[config.mk]
export PLATFORM = sky130hd
export DESIGN_NAME = touch_key_cond_flat
export DESIGN_NICKNAME = d
export VERILOG_FILES = /design/src/rtl/touch_key_cond_if.sv /design/src/rtl/touch_key_cond.sv /design/src/flat_wrapper.sv
export SDC_FILE = /design/constraint.sdc
export NUM_CORES = 1
export LEC_CHECK = 0
export ABC_AREA = 1
export BUFFER_PORTS_ARGS = -buffer_cell sky130_fd_sc_hd__buf_2
export CAP_MARGIN = 20
export CORE_MARGIN = 2
export CORE_UTILIZATION = 45
export DETAILED_ROUTE_END_ITERATION = 10
export PLACE_DENSITY = 0.71
export SYNTH_ARGS = -nofsm -noshare
export SYNTH_HDL_FRONTEND = slang
export SYNTH_SLANG_ARGS = --single-unit
[constraint.sdc]
create_clock -name clk -period 1.51 [get_ports clk]
set_input_delay 0.0755 -clock clk [delete_from_list [all_inputs] [get_ports clk]]
set_output_delay 0.0755 -clock clk [all_outputs]
set_load 0.03 [all_outputs]
[src/rtl/touch_key_cond_if.sv]
// Touch key conditioner signal bundle: raw sensor level in, debounced level and strobes out.
interface touch_key_cond_if;
  logic touch_key;
  logic key_level;
  logic press_pulse;
  logic release_pulse;
  logic long_pulse;

  modport master (
    output touch_key,
    input  key_level,
    input  press_pulse,
    input  release_pulse,
    input  long_pulse
  );

  modport slave (
    input  touch_key,
    output key_level,
    output press_pulse,
    output release_pulse,
    output long_pulse
  );
endinterface

[src/rtl/touch_key_cond.sv]
// Touch key conditioner: synchronizes the raw sensor, debounces press/release and
// flags a long hold.
//
// state        | meaning
// IDLE         | key released, waiting for key_s high
// PRESS_WAIT   | key_s high, counting the press debounce window
// PRESSED      | debounced press, hold timer running
// RELEASE_WAIT | key_s low while pressed, counting the release debounce window
module touch_key_cond #(
  parameter int DEB_CNT  = 50000,
  parameter int LONG_CNT = 50000000
) (
  input logic             clk,
  input logic             rst,
  touch_key_cond_if.slave key_if
);

  localparam int DW = (DEB_CNT > 1) ? $clog2(DEB_CNT) : 1;
  localparam int HW = (LONG_CNT > 1) ? $clog2(LONG_CNT) : 1;
  localparam logic [DW-1:0] DEB_LAST  = DW'(DEB_CNT - 1);
  localparam logic [HW-1:0] HOLD_LAST = HW'(LONG_CNT - 1);

  typedef enum logic [1:0] {
    IDLE         = 2'd0,
    PRESS_WAIT   = 2'd1,
    PRESSED      = 2'd2,
    RELEASE_WAIT = 2'd3
  } state_t;

  state_t        state_q;
  logic          sync_q;
  logic          key_s_q;
  logic [DW-1:0] deb_cnt_q;
  logic [HW-1:0] hold_cnt_q;
  logic          long_done_q;
  logic          key_level_q;
  logic          press_q;
  logic          release_q;
  logic          long_q;
  logic          long_due;

  assign long_due = (hold_cnt_q == HOLD_LAST) && !long_done_q;

  always_ff @(posedge clk or posedge rst) begin
    if (rst) begin
      state_q     <= IDLE;
      sync_q      <= 1'b0;
      key_s_q     <= 1'b0;
      deb_cnt_q   <= '0;
      hold_cnt_q  <= '0;
      long_done_q <= 1'b0;
      key_level_q <= 1'b0;
      press_q     <= 1'b0;
      release_q   <= 1'b0;
      long_q      <= 1'b0;
    end else begin
      sync_q    <= key_if.touch_key;
      key_s_q   <= sync_q;
      press_q   <= 1'b0;
      release_q <= 1'b0;
      long_q    <= 1'b0;

      case (state_q)
        IDLE: begin
          if (key_s_q) begin
            state_q   <= PRESS_WAIT;
            deb_cnt_q <= '0;
          end
        end

        PRESS_WAIT: begin
          if (!key_s_q) begin
            state_q <= IDLE;
          end else if (deb_cnt_q == DEB_LAST) begin
            state_q     <= PRESSED;
            key_level_q <= 1'b1;
            press_q     <= 1'b1;
            hold_cnt_q  <= '0;
          end else begin
            deb_cnt_q <= deb_cnt_q + 1'b1;
          end
        end

        PRESSED: begin
          if (hold_cnt_q != HOLD_LAST) hold_cnt_q <= hold_cnt_q + 1'b1;
          if (long_due) begin
            long_q      <= 1'b1;
            long_done_q <= 1'b1;
          end
          if (!key_s_q) begin
            state_q   <= RELEASE_WAIT;
            deb_cnt_q <= '0;
          end
        end

        RELEASE_WAIT: begin
          if (hold_cnt_q != HOLD_LAST) hold_cnt_q <= hold_cnt_q + 1'b1;
          if (long_due) begin
            long_q      <= 1'b1;
            long_done_q <= 1'b1;
          end
          // A due long strobe takes this cycle; the release follows one cycle later.
          if (key_s_q) begin
            state_q <= PRESSED;
          end else if (deb_cnt_q == DEB_LAST) begin
            if (!long_due) begin
              state_q     <= IDLE;
              key_level_q <= 1'b0;
              release_q   <= 1'b1;
              long_done_q <= 1'b0;
            end
          end else begin
            deb_cnt_q <= deb_cnt_q + 1'b1;
          end
        end

        default: state_q <= IDLE;
      endcase
    end
  end

  assign key_if.key_level     = key_level_q;
  assign key_if.press_pulse   = press_q;
  assign key_if.release_pulse = release_q;
  assign key_if.long_pulse    = long_q;

endmodule
[src/flat_wrapper.sv]
// flat-port wrapper written by rule: the top's interface ports become plain ports
module touch_key_cond_flat 
#(
  parameter int DEB_CNT  = 50000,
  parameter int LONG_CNT = 50000000
)
  (clk, rst, key_if_touch_key, key_if_key_level, key_if_press_pulse, key_if_release_pulse, key_if_long_pulse);
  touch_key_cond_if key_if_i ();
  input logic clk;
  input logic rst;
  input wire logic [$bits(key_if_i.touch_key)-1:0] key_if_touch_key;
  output wire logic [$bits(key_if_i.key_level)-1:0] key_if_key_level;
  output wire logic [$bits(key_if_i.press_pulse)-1:0] key_if_press_pulse;
  output wire logic [$bits(key_if_i.release_pulse)-1:0] key_if_release_pulse;
  output wire logic [$bits(key_if_i.long_pulse)-1:0] key_if_long_pulse;
  assign key_if_i.touch_key = key_if_touch_key;
  assign key_if_key_level = key_if_i.key_level;
  assign key_if_press_pulse = key_if_i.press_pulse;
  assign key_if_release_pulse = key_if_i.release_pulse;
  assign key_if_long_pulse = key_if_i.long_pulse;
  touch_key_cond #(.DEB_CNT(DEB_CNT), .LONG_CNT(LONG_CNT)) u_core (.clk(clk), .rst(rst), .key_if(key_if_i));
endmodule
==> results.toml, run 1 <==
[grt]
grtUsageTotal = 0.235
grt_pass1_wl_um = 15700
antenna_found_initial = 0
gr-total-overflow = 0
grt_max_degree = 34
grt_pass1_vias = 3291

[setup_path]
cp_data_arrival_time_ns = 1.86
worstPathMaxFanout = 6
cp-start-kind = "flip-flop"
end_kind = "flip-flop"
startpoint = "u_core.hold_cnt_q[24]"
crit_type = "reg2reg"
cp.required_ns = 1.72
r2r_start = "u_core.hold_cnt_q[24]"

[placed_design]
dp_hpwl_um = 6400
dp_cells = 653
gp_congestion = 0.965
place.port_buffers = 6

[floorplan]
rows = 31
coreArea_mm2 = 0.00729
io_pins = 7
die-area_mm2 = 0.00826
start_util = 0.466
fp.dieH_um = 90.9
die_x_um = 90.9

[logic_synthesis]
ys_types = 34
synthCells = 491
synth_fa_ha_area_frac = 0.00737
synthTopCellsByArea = "dfrtp_1 38%, nand2_1 16%, nand3_1 7.8%, nor2_1 7.5%, inv_1 5.3%"
yosysWarnings = 0
netlist_top_cells_count = "147 x nand2_1, 68 x nor2_1, 53 x nand3_1, 51 x dfrtp_1, 48 x inv_1"
yosysSeqAreaShare = 0.376
synthArstFlopShare = 1.00
postSynthAreaPerCell_um2 = 6.92
synthSimpleGateAreaFrac = 0.424
syn_area_mm2 = 0.00340
synth_xor_area_frac = 0.0335
synth_top_family_by_area = "simple AND/OR/NAND/NOR gates"
syn_nets = 496
synth_compound_area_frac = 0.0730
synth_edf_count = 0
yosysMostFrequentCell = "nand2_1"
synth_flop_cell = "dfrtp_1"
synth_top_area_frac = 0.376
yosysTopAreaCell = "dfrtp_1"
ys_ff_latch = 51
synthMuxAreaShare = 0

[cts]
clk_latency_ns = 0.31
cts-root-buf = "clkbuf_8"
htree_levels = 2
cts_tree = "done"
cts_made_buffers = 5
clock-sinks = 51
clockBufferDepth = 2
clkTransAtPathRegs_ns = 0.10

[route]
wl_per_cell_um = 15.2
drc = 0
drt-initial-drc-count = 310
drt-pass1-iter-count = 6
vias_per_cell = 5.42
vias = 3672
drt-total-wl_um = 10300
ant_nets = 0

[outcome]
violations = "negative setup slack"
status = "finished, violations left"

[worst_hold_path]
hp-class = "in2async"

[power_and_ir_drop]
peakVddDrop_mv = 0.588
cellPowerDensity_mw_per_mm2 = 1040
power.leakage_uw = 0.00210

[cells_and_area]
syn_to_final_growth_pct = 40.8
finalNonFillerCells = 678
fin_util = 0.655
finalNetCount = 583
antennaDiodeCount = 0
drive_gt1_frac = 0.404

[timing]
grt_setup_unrepaired = "true"
layout_setup_ws_ns = -0.133
timing.fmax_mhz = 609
fin_skew_ns = 0.0116
tightestPinTransition_ns = 0.426
finalSetupViolCount = 30
drv_slew = 0
maxSlewHeadroom = 0.716
post-route-period-util = 1.09
fin_crit_ns = 1.64
hold_viol_final = 0

[flow_run]
cap_violations = 0
[final cells by class]
| type | count | area, um2 |
|---|---|---|
| fillers | 581 | 2510 |
| multi-input cells | 374 | 2270 |
| flip-flops and latches | 51 | 1280 |
| repair buffers | 87 | 756 |
| inverters | 58 | 225 |
| well taps | 99 | 124 |
| clock buffers | 6 | 82.6 |
| clock inverters | 2 | 35.0 |
| repair inverters | 1 | 6.26 |
[critical path, cell delays in order, from the launching register on]
cell     delay [ns]
dfrtp_1        0.42
inv_2          0.06
nand2_2        0.06
nor2_1         0.16
nand2_1        0.12
nor2_4         0.16
nand2_4        0.09
nand2_8        0.10
buf_12         0.13
nand2_8        0.09
nand2_1        0.08
nand2_1        0.05
[routing by layer]
metal | up-vias | GRT usage | wire length [um]
li1 | 1737 | - | -
met1 | 1732 | 0.323 | 4290
met2 | 156 | 0.374 | 4890
met3 | 47 | 0.0442 | 807
met4 | 0 | 0.0770 | 323
met5 | - | 0 | 0
[cells by family after synthesis]
logic type | after synthesis
fa+ha+maj | 2
xor+xnor | 13
simple gates | 316
flops | 51
buf+inv | 69
compound gates | 40
[path summary, 6_finish.rpt]
kind	to	slack, ns	cells after the start
min reg2reg	u_core.key_s_q	0.40	0
min in group clk	u_core.key_s_q	0.40	0
max in group asynchronous	u_core.deb_cnt_q[4]	0.80	4
min	u_core.hold_cnt_q[18]	0.33	4
max	u_core.hold_cnt_q[17]	-0.13	11
max reg2reg	u_core.hold_cnt_q[17]	-0.13	11
[cells in the final DEF (no fill, tap or decap), drive strengths merged]
master	synthesis	routed
or2	2	2
clkbuf	3	6
buf	8	85
nor2	76	76
clkinv	2	3
ha	2	2
o22ai	3	3
nand2	156	159
nor3	12	12
dfrtp	51	51
xnor2	2	2
inv	56	57
nand4	11	11
o21ai	28	28
nand3	57	57
a21oi	8	8
o21bai	1	1
dlygate4sd3	0	2
bufinv	0	1
nand3b	2	2
xor2	11	11
[stage by stage]
step / power (uW) / area, um2 / hold WS (ns) / setup slack, ns / setup TNS [ns]
3_3_place_gp: 3000 / 4020 / 0.125 / -0.105 / -0.489
5_1_grt: 5220 / 4780 / 0.359 / -0.207 / -5.00
3_5_place_dp: 3050 / 4020 / 0.134 / -0.141 / -1.65
4_1_cts: 4450 / 4370 / 0.346 / -0.0562 / -0.573
2_1_floorplan: 2600 / 3410 / 0.107 / -0.0445 / -0.398
6_report: 4990 / 4780 / 0.328 / -0.133 / -2.29
[flip-flops by register name (all words and copies together), names as in the netlist, named ones only]
register / count
u_core.deb_cnt_q: 16
u_core.hold_cnt_q: 26
u_core.key_if.key_level: 1
u_core.key_if.long_pulse: 1
u_core.key_if.press_pulse: 1
u_core.key_if.release_pulse: 1
u_core.key_s_q: 1
u_core.long_done_q: 1
u_core.state_q: 1
u_core.sync_q: 1
[where the power goes]
group	total (uW)	leakage, uW	internal [uW]	switching [uW]
clock	1030	0.0000612	537	490
sequential	1640	0.000694	1490	149
combinational	2330	0.00134	898	1430
[what timing repair did]
action	CTS	global route
setup buffers	4	8
hold endpoints to repair	52	0
gates resized for setup	32	105
hold buffers	2	0
cloned	3	2
pin swaps	17	24
setup endpoints to repair	44	48
(Power assumes the default switching activity.)
==> run 2: changes to the inputs <==
--- a/config.mk
+++ b/config.mk
@@ -11,7 +11,7 @@
 export CORE_MARGIN = 2
 export CORE_UTILIZATION = 45
 export DETAILED_ROUTE_END_ITERATION = 10
-export PLACE_DENSITY = 0.71
+export PLACE_DENSITY = 0.68
 export SYNTH_ARGS = -nofsm -noshare
 export SYNTH_HDL_FRONTEND = slang
 export SYNTH_SLANG_ARGS = --single-unit
==> constraint.sdc (replaced) <==
create_clock -name clk -period 1.9 [get_ports clk]
set_input_delay 0.095 -clock clk [delete_from_list [all_inputs] [get_ports clk]]
set_output_delay 0.095 -clock clk [all_outputs]
set_load 0.03 [all_outputs]
==> run 2 against run 1 <==
  * The run now ends clean
  * Die area is the same
  * Sequential share of layout area grew 7.7 points
  * Worst setup slack gained 0.26 ns
  * Final area shrank 23%
  * Global-route usage shrank 2.9 points
  * Core utilization shrank 15 points
  * Register-to-register slack gained 0.26 ns
  * First-iteration DRC count grew 4.8%
  * Sequential power shrank 20%
  * Clock skew shrank 0.0035 ns
  * Largest cell class unchanged
  * Largest power group is now sequential cells
==> results.toml, run 2 (synthesis gave the netlist of run 1 again) <==
[worst_hold_path]
hp-class = "in2async"

[placed_design]
gp_congestion = 0.962
place_worst_setup_slack_ns = 0.120
place.port_buffers = 6
dpl_cell_area_mm2 = 0.00359
dp_hpwl_um = 6050

[cts]
clk_latency_ns = 0.30
cts-root-buf = "clkbuf_8"
clkTransAtPathRegs_ns = 0.10
clockBufferDepth = 2
cts_made_buffers = 5
post_cts_buffers = 0
cts_tree = "done"
htree_levels = 2
clock-sinks = 51

[outcome]
status = "finished clean"

[cells_and_area]
n_fill_cell = 744
final_area_mm2 = 0.00370
finalNetCount = 512
antennaDiodeCount = 0
top_register = "u_core.hold_cnt_q"
seqCellArea_mm2 = 0.00128
largest_reg_flops = 26
drive_gt1_frac = 0.136
layout.cells.most_common = "nand2_1"
multi_input_area_mm2 = 0.00184
layout_common_cells = "147 x nand2_1, 68 x nor2_1, 53 x nand3_1"
reg_top3 = "u_core.hold_cnt_q x26, u_core.deb_cnt_q x16"
syn_to_final_growth_pct = 9.06

[setup_path]
end_kind = "flip-flop"
cp_common_cell = "nand3_1"
cp-start-kind = "flip-flop"
rrSetupSlack_ns = 0.12
r2r_start = "u_core.deb_cnt_q[0]"
cp_data_arrival_time_ns = 1.96
path_cells = "ha_1 > nand3_2 > nor2_4 > nand3_1 > nand2_2 > inv_2 > nand3_1 > o21ai_0"
worstPathMaxFanout = 9
r2r_cells = 8
crit_path_end = "u_core.deb_cnt_q[1]"
cpPeakStageDelay_ns = 0.44
startpoint = "u_core.deb_cnt_q[0]"
rr_endpoint = "u_core.deb_cnt_q[1]"
cp.required_ns = 2.08
critPathSlowestCell = "dfrtp_1"
crit_type = "reg2reg"

[timing]
maxSlewHeadroom = 0.634
layout_setup_ws_ns = 0.124
drv_slew = 0
fin_skew_ns = 0.00809
finalSetupViolCount = 0
fin_crit_ns = 1.78
tightestPinTransition_ns = 0.548
hold_viol_final = 0
timing.fmax_mhz = 563
whs_ns = 0.379
post-route-period-util = 0.935

[grt]
antenna_found_initial = 0
grt_max_degree = 30
gr-total-overflow = 0
grtUsageTotal = 0.206
grt_pass1_wl_um = 13800
grt_pass1_vias = 2932

[route]
wl_per_cell_um = 13.5
ant_nets = 0
vias_per_cell = 5.20
vias = 3154
drt-total-wl_um = 8170
drt-initial-drc-count = 325
drc = 0
drt-pass1-iter-count = 5

[flow_run]
cap_violations = 0

[floorplan]
fp.dieH_um = 90.9
io_pins = 7
coreArea_mm2 = 0.00729
die_x_um = 90.9
die-area_mm2 = 0.00826
start_util = 0.466
rows = 31

[power_and_ir_drop]
power.leakage_uw = 0.00159
peakVddDrop_mv = 0.323
cellPowerDensity_mw_per_mm2 = 788
run 2: metal layers:
layer,track usage,share of wire,vias up
met4,0.0568,0.011,0
met2,0.317,0.44,85
met5,0,0,-
met3,0.0334,0.046,9
met1,0.301,0.50,1472
li1,-,-,1588
run 2: report_power, final:
group	switching [uW]	internal [uW]
Combinational	685	292
Clock	373	260
Sequential	127	1180
run 2: worst min path at each step:
stage / to / slack, ns / cells past startpoint
floorplan: u_core.sync_q / 0.13 / 0
global placement: u_core.deb_cnt_q[13] / 0.16 / 2
detailed placement: u_core.sync_q / 0.19 / 2
CTS: u_core.deb_cnt_q[6] / 0.39 / 3
global route: u_core.deb_cnt_q[5] / 0.42 / 3
finish: u_core.deb_cnt_q[15] / 0.38 / 3
run 2: through the flow:
stage                      util  cells  total power [uW]  setup TNS (ns)
after CTS                 0.506    607              2920               0
final                     0.508    607              2920               0
after detailed placement  0.492    597              2290               0
after floorplan               -    491              2030               0
after global placement    0.492    597              2260               0
after global routing      0.508    607              3100        -0.00692
run 2: final cells by class:
cell class,instances,area share
Sequential cell,51,0.345
Inverter,58,0.0588
Multi-Input combinational cell,371,0.497
Tap cell,99,0.0334
Timing Repair Buffer,20,0.0446
Clock inverter,1,0.00135
Clock buffer,7,0.0206
run 2: worst max-delay path: cells and delay by family, from the launching register on:
kind            cells  cell delay [ns]
fa+ha+maj           1             0.23
simple gates        5             0.79
flops               1             0.44
buf+inv             1             0.11
compound gates      1             0.09
run 2: what timing repair did:
item	in CTS	in global routing
hold endpoints to repair	23	0
hold buffers	2	0
resized for setup	0	3
setup endpoints to repair	0	5
==> run 3: changes to the inputs <==
--- a/config.mk
+++ b/config.mk
@@ -5,13 +5,13 @@
 export SDC_FILE = /design/constraint.sdc
 export NUM_CORES = 1
 export LEC_CHECK = 0
-export ABC_AREA = 1
+export ABC_AREA = 0
 export BUFFER_PORTS_ARGS = -buffer_cell sky130_fd_sc_hd__buf_2
 export CAP_MARGIN = 20
 export CORE_MARGIN = 2
 export CORE_UTILIZATION = 45
 export DETAILED_ROUTE_END_ITERATION = 10
-export PLACE_DENSITY = 0.68
+export PLACE_DENSITY = 0.69
 export SYNTH_ARGS = -nofsm -noshare
 export SYNTH_HDL_FRONTEND = slang
 export SYNTH_SLANG_ARGS = --single-unit
==> run 3 against run 2 <==
  * First-iteration DRC count decreased by 55%
  * Via count decreased by 36%
  * Synthesized area decreased by 24%
  * Synthesized cell count decreased by 45%
  * Critical path type unchanged
==> results.toml, run 3 <==
[outcome]
status = "finished clean"

[placed_design]
gp_congestion = 0.822
dp_hpwl_um = 3620
place.port_buffers = 6
dpl_cell_area_mm2 = 0.00279

[floorplan]
fp.dieH_um = 80.0
coreArea_mm2 = 0.00554
io_pins = 7
start_util = 0.469
die-area_mm2 = 0.00640
rows = 27
die_x_um = 80.0

[logic_synthesis]
yosysWarnings = 0
syn_nets = 273
yosysTopAreaCell = "dfrtp_1"
yosysSeqAreaShare = 0.491
synthCells = 268
synth_flop_cell = "dfrtp_1"
synth_edf_count = 0
synth_top_area_frac = 0.491
netlist_top_cells_count = "51 x dfrtp_1, 42 x nor2_1, 24 x nand2_1, 17 x xor2_1, 15 x nand3_1"
ys_types = 37
synthTopCellsByArea = "dfrtp_1 49%, nor2_1 6.1%, xor2_1 5.7%, xnor2_1 4.4%, nand2_1 3.5%"
syn_area_mm2 = 0.00260
yosysMostFrequentCell = "dfrtp_1"
postSynthAreaPerCell_um2 = 9.69
synthArstFlopShare = 1.00
ys_ff_latch = 51

[setup_path]
critPathSlowestCell = "or3_4"
path_cells = "ha_2 > nand2_1 > or3_4 > nor2_4 > clkbuf_2 > o211ai_1 > o31ai_1"
worstPathMaxFanout = 5
critPathTopFamily = "simple AND/OR/NAND/NOR gates"
crit_type = "reg2reg"
cpPeakStageDelay_ns = 0.46
r2r_start = "u_core.hold_cnt_q[0]"
cp-start-kind = "flip-flop"
cp_data_arrival_time_ns = 2.04
cp.required_ns = 2.12
startpoint = "u_core.hold_cnt_q[0]"
critPathBufInv = 1
end_kind = "flip-flop"

[route]
ant_nets = 0
drt-initial-drc-count = 145
wl_per_cell_um = 14.2
vias_per_cell = 5.46
drc = 0
drt-pass1-iter-count = 4
vias = 2003
drt-total-wl_um = 5200

[power_and_ir_drop]
comb_power_share = 0.035
switching_share = 0.223
power_uw = 1820
p_int_uw = 1420
power_frac_seq = 0.608
peakVddDrop_mv = 0.286
p_clk_frac = 0.357
cellPowerDensity_mw_per_mm2 = 613
power.net_switching_uw = 406
power.leakage_uw = 0.00134

[grt]
antenna_found_initial = 0
grt_pass1_vias = 1954
grtUsageTotal = 0.177
grt_max_degree = 23
gr-total-overflow = 0
grt_pass1_wl_um = 9000

[cells_and_area]
drive_gt1_frac = 0.156
reg_top3 = "u_core.hold_cnt_q x26, u_core.deb_cnt_q x16"
finalNetCount = 299
antennaDiodeCount = 0
largest_reg_flops = 26
layout_common_cells = "51 x dfrtp_1, 42 x nor2_1, 24 x nand2_1"
layout.cells.most_common = "dfrtp_1"
top_register = "u_core.hold_cnt_q"
syn_to_final_growth_pct = 14.5
final_area_mm2 = 0.00297

[timing]
drv_slew = 0
finalSetupViolCount = 0
timing.fmax_mhz = 547
fin_skew_ns = 0.0141
post-route-period-util = 0.962
hold_viol_final = 0
tightestPinTransition_ns = 0.435
whs_ns = 0.279
fin_crit_ns = 1.83
maxSlewHeadroom = 0.708

[cts]
clkTransAtPathRegs_ns = 0.10
clock-sinks = 51
htree_levels = 2
clockBufferDepth = 2
cts_made_buffers = 5
cts-root-buf = "clkbuf_8"
cts_tree = "done"
clk_latency_ns = 0.30

[worst_hold_path]
hp-class = "in2async"

[flow_run]
cap_violations = 0
run 3: path summary, 6_finish.rpt:
path,end,slack (ns),cells past startpoint
max in group asynchronous,u_core.sync_q,1.07,4
worst max register to register,u_core.hold_cnt_q[2],0.07,7
min in group clk,u_core.key_s_q,0.40,0
worst min register to register,u_core.key_s_q,0.40,0
worst min-delay path,u_core.hold_cnt_q[22],0.28,3
worst max-delay path,u_core.hold_cnt_q[2],0.07,7
run 3: per-layer routing:
metal / GRT usage / up-vias / part of all wire
met5: 0 / - / 0
met4: 0.0542 / 0 / 0.011
met3: 0.0351 / 6 / 0.023
met2: 0.278 / 30 / 0.47
met1: 0.247 / 980 / 0.49
li1: - / 987 / -
run 3: power groups by stage:
stage / Combinational [uW] / Sequential (uW) / Clock, uW
after detailed placement: 56.3 / 1130 / 0
final: 64.5 / 1110 / 651
after floorplan: 39.8 / 1130 / 0
after CTS: 61.7 / 1110 / 674
after global placement: 57.0 / 1130 / 0
after global routing: 75.9 / 1110 / 716
run 3: worst register-to-register path, cell delays in order, from the launching register on:
cell and delay (ns):
dfrtp_1 0.40, ha_2 0.22, nand2_1 0.13, or3_4 0.46, nor2_4 0.17, clkbuf_2 0.17, o211ai_1 0.10, o31ai_1 0.08
run 3: kinds of logic after synthesis:
kind of cell / Yosys count / synth area share
fa+ha+maj: 2 / 0.00963
simple gates: 142 / 0.305
xor+xnor: 31 / 0.107
compound gates: 28 / 0.0612
mux: 1 / 0.00385
buf+inv: 13 / 0.0212
flops: 51 / 0.491
run 3: final cells by class:
type                            count  area, um2
Tap cell                           72       90.1
Inverter                            8       30.0
Multi-Input combinational cell    204       1300
Clock inverter                      1       8.76
Sequential cell                    51       1280
Fill cell                         497       2570
Timing Repair Buffer               24        180
Clock buffer                        7       86.3
run 3: repair_timing:
action,4_1_cts,5_1_grt
gates resized for setup,0,8
setup buffers,0,5
setup endpoints to repair,0,32
hold endpoints to repair,14,0
hold buffers,2,0
run 3: metrics by stage:
| stage | utilization | cells | setup TNS (ns) | setup slack, ns |
|---|---|---|---|---|
| global route | 0.537 | 367 | -0.0620 | -0.0203 |
| floorplan | - | 268 | 0 | 0.235 |
| CTS | 0.524 | 362 | 0 | 0.0548 |
| detailed placement | 0.503 | 352 | 0 | 0.0855 |
| global placement | 0.503 | 352 | 0 | 0.124 |
| finish | 0.537 | 367 | 0 | 0.0729 |
